==> src/rtl/control_unit.sv <==
// Hardwired fetch/execute sequencer: drives every CPU datapath strobe from its state and the IR.
// Latency: strobes are combinational from state/IR; NOP/MOV take 3 cycles, LDI/ALU/JMP/JZ/JC take 4.
// Backpressure: none; the sequencer advances every clock until HALT, which only reset leaves.
module control_unit #(
  parameter int IW              = 8,
  parameter bit HALT_ON_ILLEGAL = 1'b0
) (
  input  logic          clk,
  input  logic          reset,
  input  logic [IW-1:0] ir_in,
  input  logic          flag_zero,
  input  logic          flag_carry,
  output logic          c_pco,
  output logic          c_mai,
  output logic          c_mro,
  output logic          c_ien,
  output logic          c_pcinc,
  output logic          c_pcld,
  output logic          c_rin,
  output logic          c_rou,
  output logic          c_aen,
  output logic          c_aou,
  output logic [2:0]    sel_in,
  output logic [2:0]    sel_out,
  output logic [2:0]    alu_mode,
  output logic          halted,
  output logic          illegal,
  output logic [2:0]    state
);

  typedef enum logic [2:0] {
    S_IDLE = 3'd0,
    S_F0   = 3'd1,
    S_F1   = 3'd2,
    S_E0   = 3'd3,
    S_E1   = 3'd4,
    S_HALT = 3'd7
  } state_t;

  localparam logic [3:0] OP_NOP = 4'h0;
  localparam logic [3:0] OP_LDI = 4'h1;
  localparam logic [3:0] OP_MOV = 4'h2;
  localparam logic [3:0] OP_ALU = 4'h3;
  localparam logic [3:0] OP_JMP = 4'h4;
  localparam logic [3:0] OP_JZ  = 4'h5;
  localparam logic [3:0] OP_JC  = 4'h6;
  localparam logic [3:0] OP_HLT = 4'hF;

  state_t     cur_state;
  state_t     nxt_state;
  logic [3:0] opcode;
  logic [2:0] operand;
  logic       unused_ir;

  assign opcode    = ir_in[IW-1:IW-4];
  assign operand   = ir_in[2:0];
  // Bits between the operand and the opcode carry no meaning for this ISA.
  assign unused_ir = ^ir_in[IW-5:3];
  assign state     = cur_state;

  // State register; reset aborts any instruction in flight and parks in IDLE.
  always_ff @(posedge clk or posedge reset) begin
    if (reset) cur_state <= S_IDLE;
    else       cur_state <= nxt_state;
  end

  // Next-state and strobe decode; everything defaults to idle so unused selects stay 0.
  always_comb begin
    nxt_state = cur_state;
    c_pco     = 1'b0;
    c_mai     = 1'b0;
    c_mro     = 1'b0;
    c_ien     = 1'b0;
    c_pcinc   = 1'b0;
    c_pcld    = 1'b0;
    c_rin     = 1'b0;
    c_rou     = 1'b0;
    c_aen     = 1'b0;
    c_aou     = 1'b0;
    sel_in    = 3'd0;
    sel_out   = 3'd0;
    alu_mode  = 3'd0;
    halted    = 1'b0;
    illegal   = 1'b0;
    case (cur_state)
      S_IDLE: nxt_state = S_F0;
      S_F0: begin
        c_pco     = 1'b1;
        c_mai     = 1'b1;
        nxt_state = S_F1;
      end
      S_F1: begin
        c_mro     = 1'b1;
        c_ien     = 1'b1;
        c_pcinc   = 1'b1;
        nxt_state = S_E0;
      end
      S_E0: begin
        nxt_state = S_F0;
        case (opcode)
          OP_NOP: ;
          OP_LDI, OP_JMP, OP_JZ, OP_JC: begin
            // Point MAR at the operand byte that follows the opcode.
            c_pco     = 1'b1;
            c_mai     = 1'b1;
            nxt_state = S_E1;
          end
          OP_MOV: begin
            c_rou   = 1'b1;
            sel_out = operand;
            c_rin   = 1'b1;
          end
          OP_ALU: begin
            c_aen     = 1'b1;
            alu_mode  = operand;
            nxt_state = S_E1;
          end
          OP_HLT: nxt_state = S_HALT;
          default: begin
            illegal   = 1'b1;
            nxt_state = HALT_ON_ILLEGAL ? S_HALT : S_F0;
          end
        endcase
      end
      S_E1: begin
        nxt_state = S_F0;
        case (opcode)
          OP_LDI: begin
            c_mro   = 1'b1;
            c_rin   = 1'b1;
            sel_in  = operand;
            c_pcinc = 1'b1;
          end
          OP_ALU: begin
            c_aou    = 1'b1;
            c_rin    = 1'b1;
            alu_mode = operand;
          end
          OP_JMP: begin
            c_mro  = 1'b1;
            c_pcld = 1'b1;
          end
          OP_JZ, OP_JC: begin
            // Not taken still has to step the PC past the target byte.
            if ((opcode == OP_JZ) ? flag_zero : flag_carry) begin
              c_mro  = 1'b1;
              c_pcld = 1'b1;
            end else begin
              c_pcinc = 1'b1;
            end
          end
          default: ;
        endcase
      end
      S_HALT: halted = 1'b1;
      default: nxt_state = S_IDLE;
    endcase
  end

endmodule

==> config.mk <==
export PLATFORM = sky130hd
export DESIGN_NAME = control_unit
export DESIGN_NICKNAME = d
export VERILOG_FILES = /design/src/rtl/control_unit.sv
export SDC_FILE = /design/constraint.sdc
export NUM_CORES = 1
export LEC_CHECK = 0
export CAP_MARGIN = 20
export CORE_MARGIN = 2
export CORE_UTILIZATION = 25
export DETAILED_ROUTE_END_ITERATION = 10
export PLACE_DENSITY = 0.62
export SYNTH_ARGS = -nofsm -noshare
export SYNTH_HDL_FRONTEND = slang
export SYNTH_SLANG_ARGS = --single-unit
==> constraint.sdc <==
create_clock -name clk -period 2.25 [get_ports clk]
set_input_delay 0.5625 -clock clk [delete_from_list [all_inputs] [get_ports clk]]
set_output_delay 0.5625 -clock clk [all_outputs]
set_load 0.02 [all_outputs]
# After elaboration in Yosys (flattened, before gate mapping)
# Index checks and enable logic that the tools add are counted.
[word_totals] reg_bits=3 in_bits=12 output_inout_bits=24
[classes] eq_ne=12 n_mux=30 reduce_logical=10
[op_table] op="$mux 3" n=6
[op_table] op="$mux 1" n=15
[op_table] op="$pmux 3 s5" n=1
[op_table] op="$pmux 1 s2" n=7
[op_table] op="$eq 4x3->1 const B" n=3
[op_table] op="$reduce_or 2->1" n=5
[op_table] op="$eq 4x2->1 const B" n=2
[op_table] op="$reduce_or 8->1" n=1
[op_table] op="$eq 3x2->1 const B" n=2
[op_table] op="$eq 3x3->1 const B" n=2
[op_table] op="$pmux 3 s2" n=1
[op_table] op="$reduce_or 5->1" n=1
[op_table] op="$eq 4x1->1 const B" n=1
[op_table] op="$eq 4x4->1 const B" n=1
[op_table] op="$logic_not 4->1" n=1
[op_table] op="$reduce_or 4->1" n=1
[op_table] op="$eq 3x1->1 const B" n=1
[op_table] op="$logic_not 3->1" n=1

# Longest topological paths before layout
# Gate-level depths: netlist (run 1).
[logic_depth] ltp_word=5 ltp_mapped=5 depth_no_buf=3

# Worst setup path before layout (run 1)
# OpenSTA, ideal clock, no wires.
[synth_timing] path_kind="input-to-output" from="input port ir_in[6]" to="output port sel_out[0]" arrival_time_ps=2067 t_required_ps=1688 slack_ps=-379 cell_stages=4 path_buffers=1 cell_sequence="buf_2 nor2_1 nor4b_1 and2_1"
[synth_via] elab_chain_len=3
[synth_lines] element="start, declared" line="10" rtl="input logic [IW-1:0] ir_in,"
[synth_lines] element="$eq 4x2->1" line="100" rtl="case (opcode)"
[synth_lines] element="$mux 3" line="100"
[synth_lines] element="$mux 3" line="85" rtl="case (cur_state)"
[synth_lines] element="end, declared" line="24" rtl="output logic [2:0] sel_out,"
# Every way passes these cells.

# Final worst setup path (run 1)
[layout_timing] from="register cur_state[1], in the netlist state[1]" to="output port alu_mode[0]"
[layout_via] elab_chain_len=3 elab_cells_between_ends=4 classes_between="2 x eq/ne; 1 x mux; 1 x reduce/logical"
[layout_lines] element="start, declared" line="49" rtl="state_t cur_state;"
[layout_lines] element="start signal, assigned" line="64" rtl="else cur_state <= nxt_state;"
[layout_lines] element="$eq 3x3->1 / $eq 3x2->1 (equally long branches)" line="85"
[layout_lines] element="$reduce_or 2->1 (no line) *"
[layout_lines] element="$mux 3 *"
[layout_lines] element="end, declared" line="25" rtl="output logic [2:0] alu_mode,"
# Mark *: on every way between the ends. The rest lies on a longest branch, timed or not.

==> results.cfg, run 1 <==
[timing]
final.setup_skew_ps = 0.4418
relSlewSlack_pct = 81.02
rsz0062_at_grt = true
hold_viol = 0
min_period_over_period_pct = 101.1
final.setup.tns_ps = -67.30
fmax_mhz = 439.6
tightestPinTransition_ps = 281.0
final_max_slew_viol_count = 0
fin_ws_ps = -24.54
fin_crit_ps = 2275
setup_viol = 3

[floorplanning]
start_util_pct = 26.17
die_w_um = 48.86
die_height_um = 48.86
dieArea_mm2 = 0.002387
coreArea_mm2 = 0.001922
ios = 36
rows = 16

[placement]
dp_slack_ps = -690.0
portBuffers = 34
dp.cells = 133
place_congestion = 0.7244
dp_hpwl_um = 1245

[logic_synthesis]
syn_nets = 79
syn_area_um2 = 503.0
yosysSeqAreaShare_pct = 14.93
syn_area_per_cell_um2 = 7.507
synth_cell_types = 33
netlist_instances = 67
ys_ff_latch = 3
yosysWarnings = 0

[worst_setup_path]
cp-end-kind = output pin
required_ps = 1690
critPathMaxFanout = 5
path_class = reg2out
critPathArrivalTime_ps = 1710
crit_path_start_kind = register
r2r_cells = 3

[cts]
cts.path.max_buffers = 2
cts_tree = yes
cts_setup_buffers = 0
clock_sinks = 3
cts_max_level = 1
clkTransAtPathRegs_ps = 40
cts_buffers = 3
insertion_delay_ps = 240
ctsHoldBuffers = 0
root_buffer = clkbuf_4

[detailed_routing]
viasPerCell = 4.818
ant_nets = 0
first_pass_iters = 4
vias = 660
drc = 0
wl_um = 1604
first_iter_violations = 4
wl_per_cell_um = 11.71

[global_route]
grt_pass1_wl_um = 2704
gr-total-overflow = 0
antenna_found_initial = 0
grt_pass1_vias = 664
grt_util_all_layers_pct = 14.07
grt_max_degree = 11

[finish]
final_layout_size_suffix_gt1_share_pct = 48.18
final_cells = 137
fin_nets = 123
largest_reg_flops = 3
area_delta_synth_final_pct = 85.82
fillers = 217
antenna_cells = 0

[run]
cap_violations = 0

[run_status]
violations = negative setup slack
status = finished with violations

[power]
ir_drop_mv = 0.2826
p_per_area_mw_per_mm2 = 833.7
p_leak_uw = 0.0004608
finalPower_uw = 779.3

[min_path]
hold_path_class = in2async
==> Yosys cell counts <==
library cell  count  share of area (%)
xnor2_1           1                1.7
nor4bb_1          1                2.0
inv_1             3                2.2
and4bb_2          1                2.5
nor3_1            1               0.99
a2111oi_4         1                5.5
buf_4             2                3.0
a21oi_1           6                6.0
buf_6             2                4.5
o32ai_1           1                1.7
a21boi_0          1                1.5
and3_1            3                3.7
nand2_1           4                3.0
a211o_1           1                1.7
a211oi_1          1                1.5
or2b_1            1                1.5
nor2_1            6                4.5
dfrtp_1           3                 15
clkbuf_1          3                2.2
o41ai_1           1                1.7
nand2b_1          1                1.2
nor4_1            2                2.5
or3_1             2                2.5
a31o_2            1                1.7
nor4b_1           1                1.7
or3b_4            1                2.2
and2_1            9                 11
nand3b_4          1                4.0
a31oi_1           1                1.2
o21ai_0           1               0.99
buf_2             1               0.99
nor2b_1           1                1.2
nand3_1           2                2.0
==> stage by stage <==
stage,hold WS (ps),instance area (µm²),utilization (%)
6_report,489.1,934.6,48.63
5_1_grt,516.8,934.6,48.63
4_1_cts,490.3,917.1,47.72
3_5_place_dp,623.2,930.9,48.44
3_3_place_gp,599.5,930.9,48.44
2_1_floorplan,316.1,513.0,-
==> worst max-delay path, stage by stage (launching register included) <==
cell and delay, ps:
dfrtp_1 370, or3b_4 450, a2111oi_4 340, and2_4 210, buf_6 110
==> final cells by class <==
| cell class | count | area [µm²] | area share [%] |
|---|---|---|---|
| flip-flops and latches | 3 | 75.07 | 8.032 |
| clock buffers | 4 | 26.28 | 2.811 |
| multi-input cells | 53 | 417.9 | 44.71 |
| well taps | 27 | 33.78 | 3.614 |
| repair buffers | 47 | 370.4 | 39.63 |
| inverters | 3 | 11.26 | 1.205 |
==> worst paths after layout <==
kind,slack [ps],to,startpoint
hold / removal,490,state[2],reset
min in group clk,610,state[1],state[2]
max in group asynchronous,1640,state[0],reset
setup / recovery,-20,alu_mode[0],state[1]
setup reg to reg,1120,state[0],state[2]
hold reg to reg,610,state[1],state[2]
==> what timing repair did <==
item                                    in CTS  in global routing
resized for setup                           90                 22
endpoints found under the setup margin      20                 14
pin swaps                                    6                  7
==> cell families after synthesis <==
group	share of synthesized area, %
AND/OR/NAND/NOR	46.77
AO/OA/AOI/OAI	23.64
buffers and inverters	12.93
flip-flops	14.92
XOR/XNOR	1.742
==> layer usage <==
metal  share of wire (%)  GRT usage [%]  up-vias
met5                   0              0        -
met4                 1.7          5.714        0
met3                 7.9          3.374        4
met2                  51          26.26       34
met1                  40          15.02      297
li1                    -              -      325
==> where the power goes <==
part / leakage, µW / internal, µW / switching, µW
Sequential: 0.0000358 / 80.0 / 12.8
Combinational: 0.000410 / 255 / 334
Clock: 0.0000150 / 66.6 / 30.3
==> cell usage in the layout (no fill, tap or decap), types with 2 or more instances in the layout <==
cell and instances:
and2_4 3, clkbuf_4 3, inv_1 3, dfrtp_1 3, nor4_1 2, dlygate4sd2_1 4
clkdlybuf4s50_1 8, clkbuf_2 5, and2_1 6, nor2_2 2, nand2_1 3, nand3_1 2
nor2_1 4, buf_6 6, buf_2 9, or3_1 2, buf_4 14, a21oi_1 5
and3_1 2
(Power assumes the default switching activity.)
==> run 2, diff against run 1 <==
CORE_UTILIZATION = 33   (was 25)
PLACE_DENSITY = 0.78   (was 0.62)
==> results.cfg, run 2 (synthesized netlist as in run 1, its figures left out) <==
[run_status]
status = finished with violations
violations = negative setup slack

[detailed_routing]
first_iter_violations = 5
first_pass_iters = 4
met2WireLength_um = 907
ant_nets = 0
m1WireLength_um = 654
wl_um = 1680
top_layer = met3
vias = 662
drc = 0
viasPerCell = 5.092
wl_per_cell_um = 12.92
wl_met3_um = 118

[cts]
cts_buffers = 3
ctsHoldBuffers = 0
cts_max_level = 1
clock_sinks = 3
root_buffer = clkbuf_4
clkTransAtPathRegs_ps = 40
cts_tree = yes
cts.path.max_buffers = 2
insertion_delay_ps = 230

[placement]
place_area_um2 = 932.1
place_congestion = 0.8607
dp_hpwl_um = 1332
portBuffers = 34

[timing]
min_period_over_period_pct = 101.3
final_max_slew_viol_count = 0
timing.hold.ws_ps = 502.8
setup_viol = 4
hold_viol = 0
rsz0062_at_grt = true
relSlewSlack_pct = 75.72
fin_ws_ps = -28.94
fin_crit_ps = 2279
tightestPinTransition_ps = 359.5
final.setup_skew_ps = 2.386
fmax_mhz = 438.8

[worst_setup_path]
crit_buf_inv = 1
crit_cells = 4
r2r_cells = 4
slowest_delay_ps = 450
crit-reg2reg-launch = state[2]
critPathArrivalTime_ps = 1720
path_class = reg2out
critPathMaxFanout = 5
reg2reg_setup_slack_ps = 910
cp-endpoint = alu_mode[0]
path_cells = or3b_4 > a2111oi_4 > and2_1 > buf_6
crit_path_start_kind = register
required_ps = 1690
r2r_end = state[0]
crit_path_top_delay_cell = or3b_4
critPathTopFamily = simple AND/OR/NAND/NOR gates
cp-startpoint = state[0]
cp-end-kind = output pin

[global_route]
gr-total-overflow = 0
grt_max_degree = 11
grt_pass1_wl_um = 2691
grt_pass1_vias = 660
grt_util_all_layers_pct = 18.84
antenna_found_initial = 0

[min_path]
hold_path_class = in2async

[finish]
fin_area_um2 = 963.4
largest_reg_flops = 3
final_cell_mix = buf_4 (22), clkdlybuf4s50_1 (9), and2_1 (8)
fin_nets = 127
final_common_cell = buf_4
final_layout_size_suffix_gt1_share_pct = 48.25
area_delta_synth_final_pct = 91.54
antenna_cells = 0

[floorplanning]
die_height_um = 43.04
rows = 14
dieArea_mm2 = 0.001852
start_util_pct = 34.18
coreArea_mm2 = 0.001471
ios = 36
die_w_um = 43.04

[run]
cap_violations = 0

[power]
p_leak_uw = 0.0004532
ir_drop_mv = 0.4189
p_per_area_mw_per_mm2 = 860.3
[run 2: cell types whose count changed in the layout (fill, tap and decap cells not counted), sizes merged]
| cell | delta |
|---|---|
| buf | +3 |
| clkdlybuf4s15 | +3 |
| dlygate4sd2 | -2 |
| clkdlybuf4s50 | +1 |
| dlymetal6s2s | -1 |
[run 2: worst min path at each step]
| stage | startpoint | slack (ps) | end |
|---|---|---|---|
| 4_1_cts | reset | 500 | state[0] |
| 2_1_floorplan | reset | 320 | state[0] |
| 3_3_place_gp | state[0] | 630 | state[0] |
| 6_report | reset | 500 | state[0] |
| 3_5_place_dp | state[0] | 660 | state[0] |
| 5_1_grt | reset | 510 | state[0] |
[run 2: timing repair]
item | CTS | global route
pin swaps | 7 | 0
endpoints found under the setup margin | 20 | 17
setup buffers | 2 | 1
gates resized for setup | 88 | 26
[run 2: where the power goes]
group | switching [µW] | total, µW | internal, µW | leakage, µW
clock network | 27.7 | 94.2 | 66.5 | 0.0000150
registers | 15.5 | 95.6 | 80.1 | 0.0000358
logic | 355 | 639 | 284 | 0.000402
total | 398 | 829 | 431 | 0.000453
[run 2: final cells by class]
class | count | area [µm²]
Multi-Input combinational cell | 53 | 417.9
Clock buffer | 4 | 26.28
Tap cell | 16 | 20.02
Inverter | 3 | 11.26
Timing Repair Buffer | 51 | 412.9
Fill cell | 140 | 508.0
Sequential cell | 3 | 75.07
[run 2: stage by stage]
step,TNS [ps],std cells,worst slack (ps),util [%],power (µW)
4_1_cts,-172.4,130,-58.32,63.78,819.1
3_5_place_dp,-12230,124,-727.2,63.35,749.0
5_1_grt,-414.5,130,-103.4,65.48,886.1
3_3_place_gp,-11540,124,-695.8,63.35,732.4
2_1_floorplan,-16.13,67,-5.376,-,498.9
6_report,-91.00,130,-28.94,65.48,828.8
[run 2: layer usage]
metal	vias up	global-route usage, %
met5	-	0
met3	0	3.830
li1	332	-
met4	0	7.879
met2	28	35.15
met1	302	20.15
==> run 3, diff against run 2 <==
CTS_CLUSTER_SIZE = 14   (was not set)
==> results of run 3 <==
No change in the layout: final DEF, timing and power equal those of run 2.
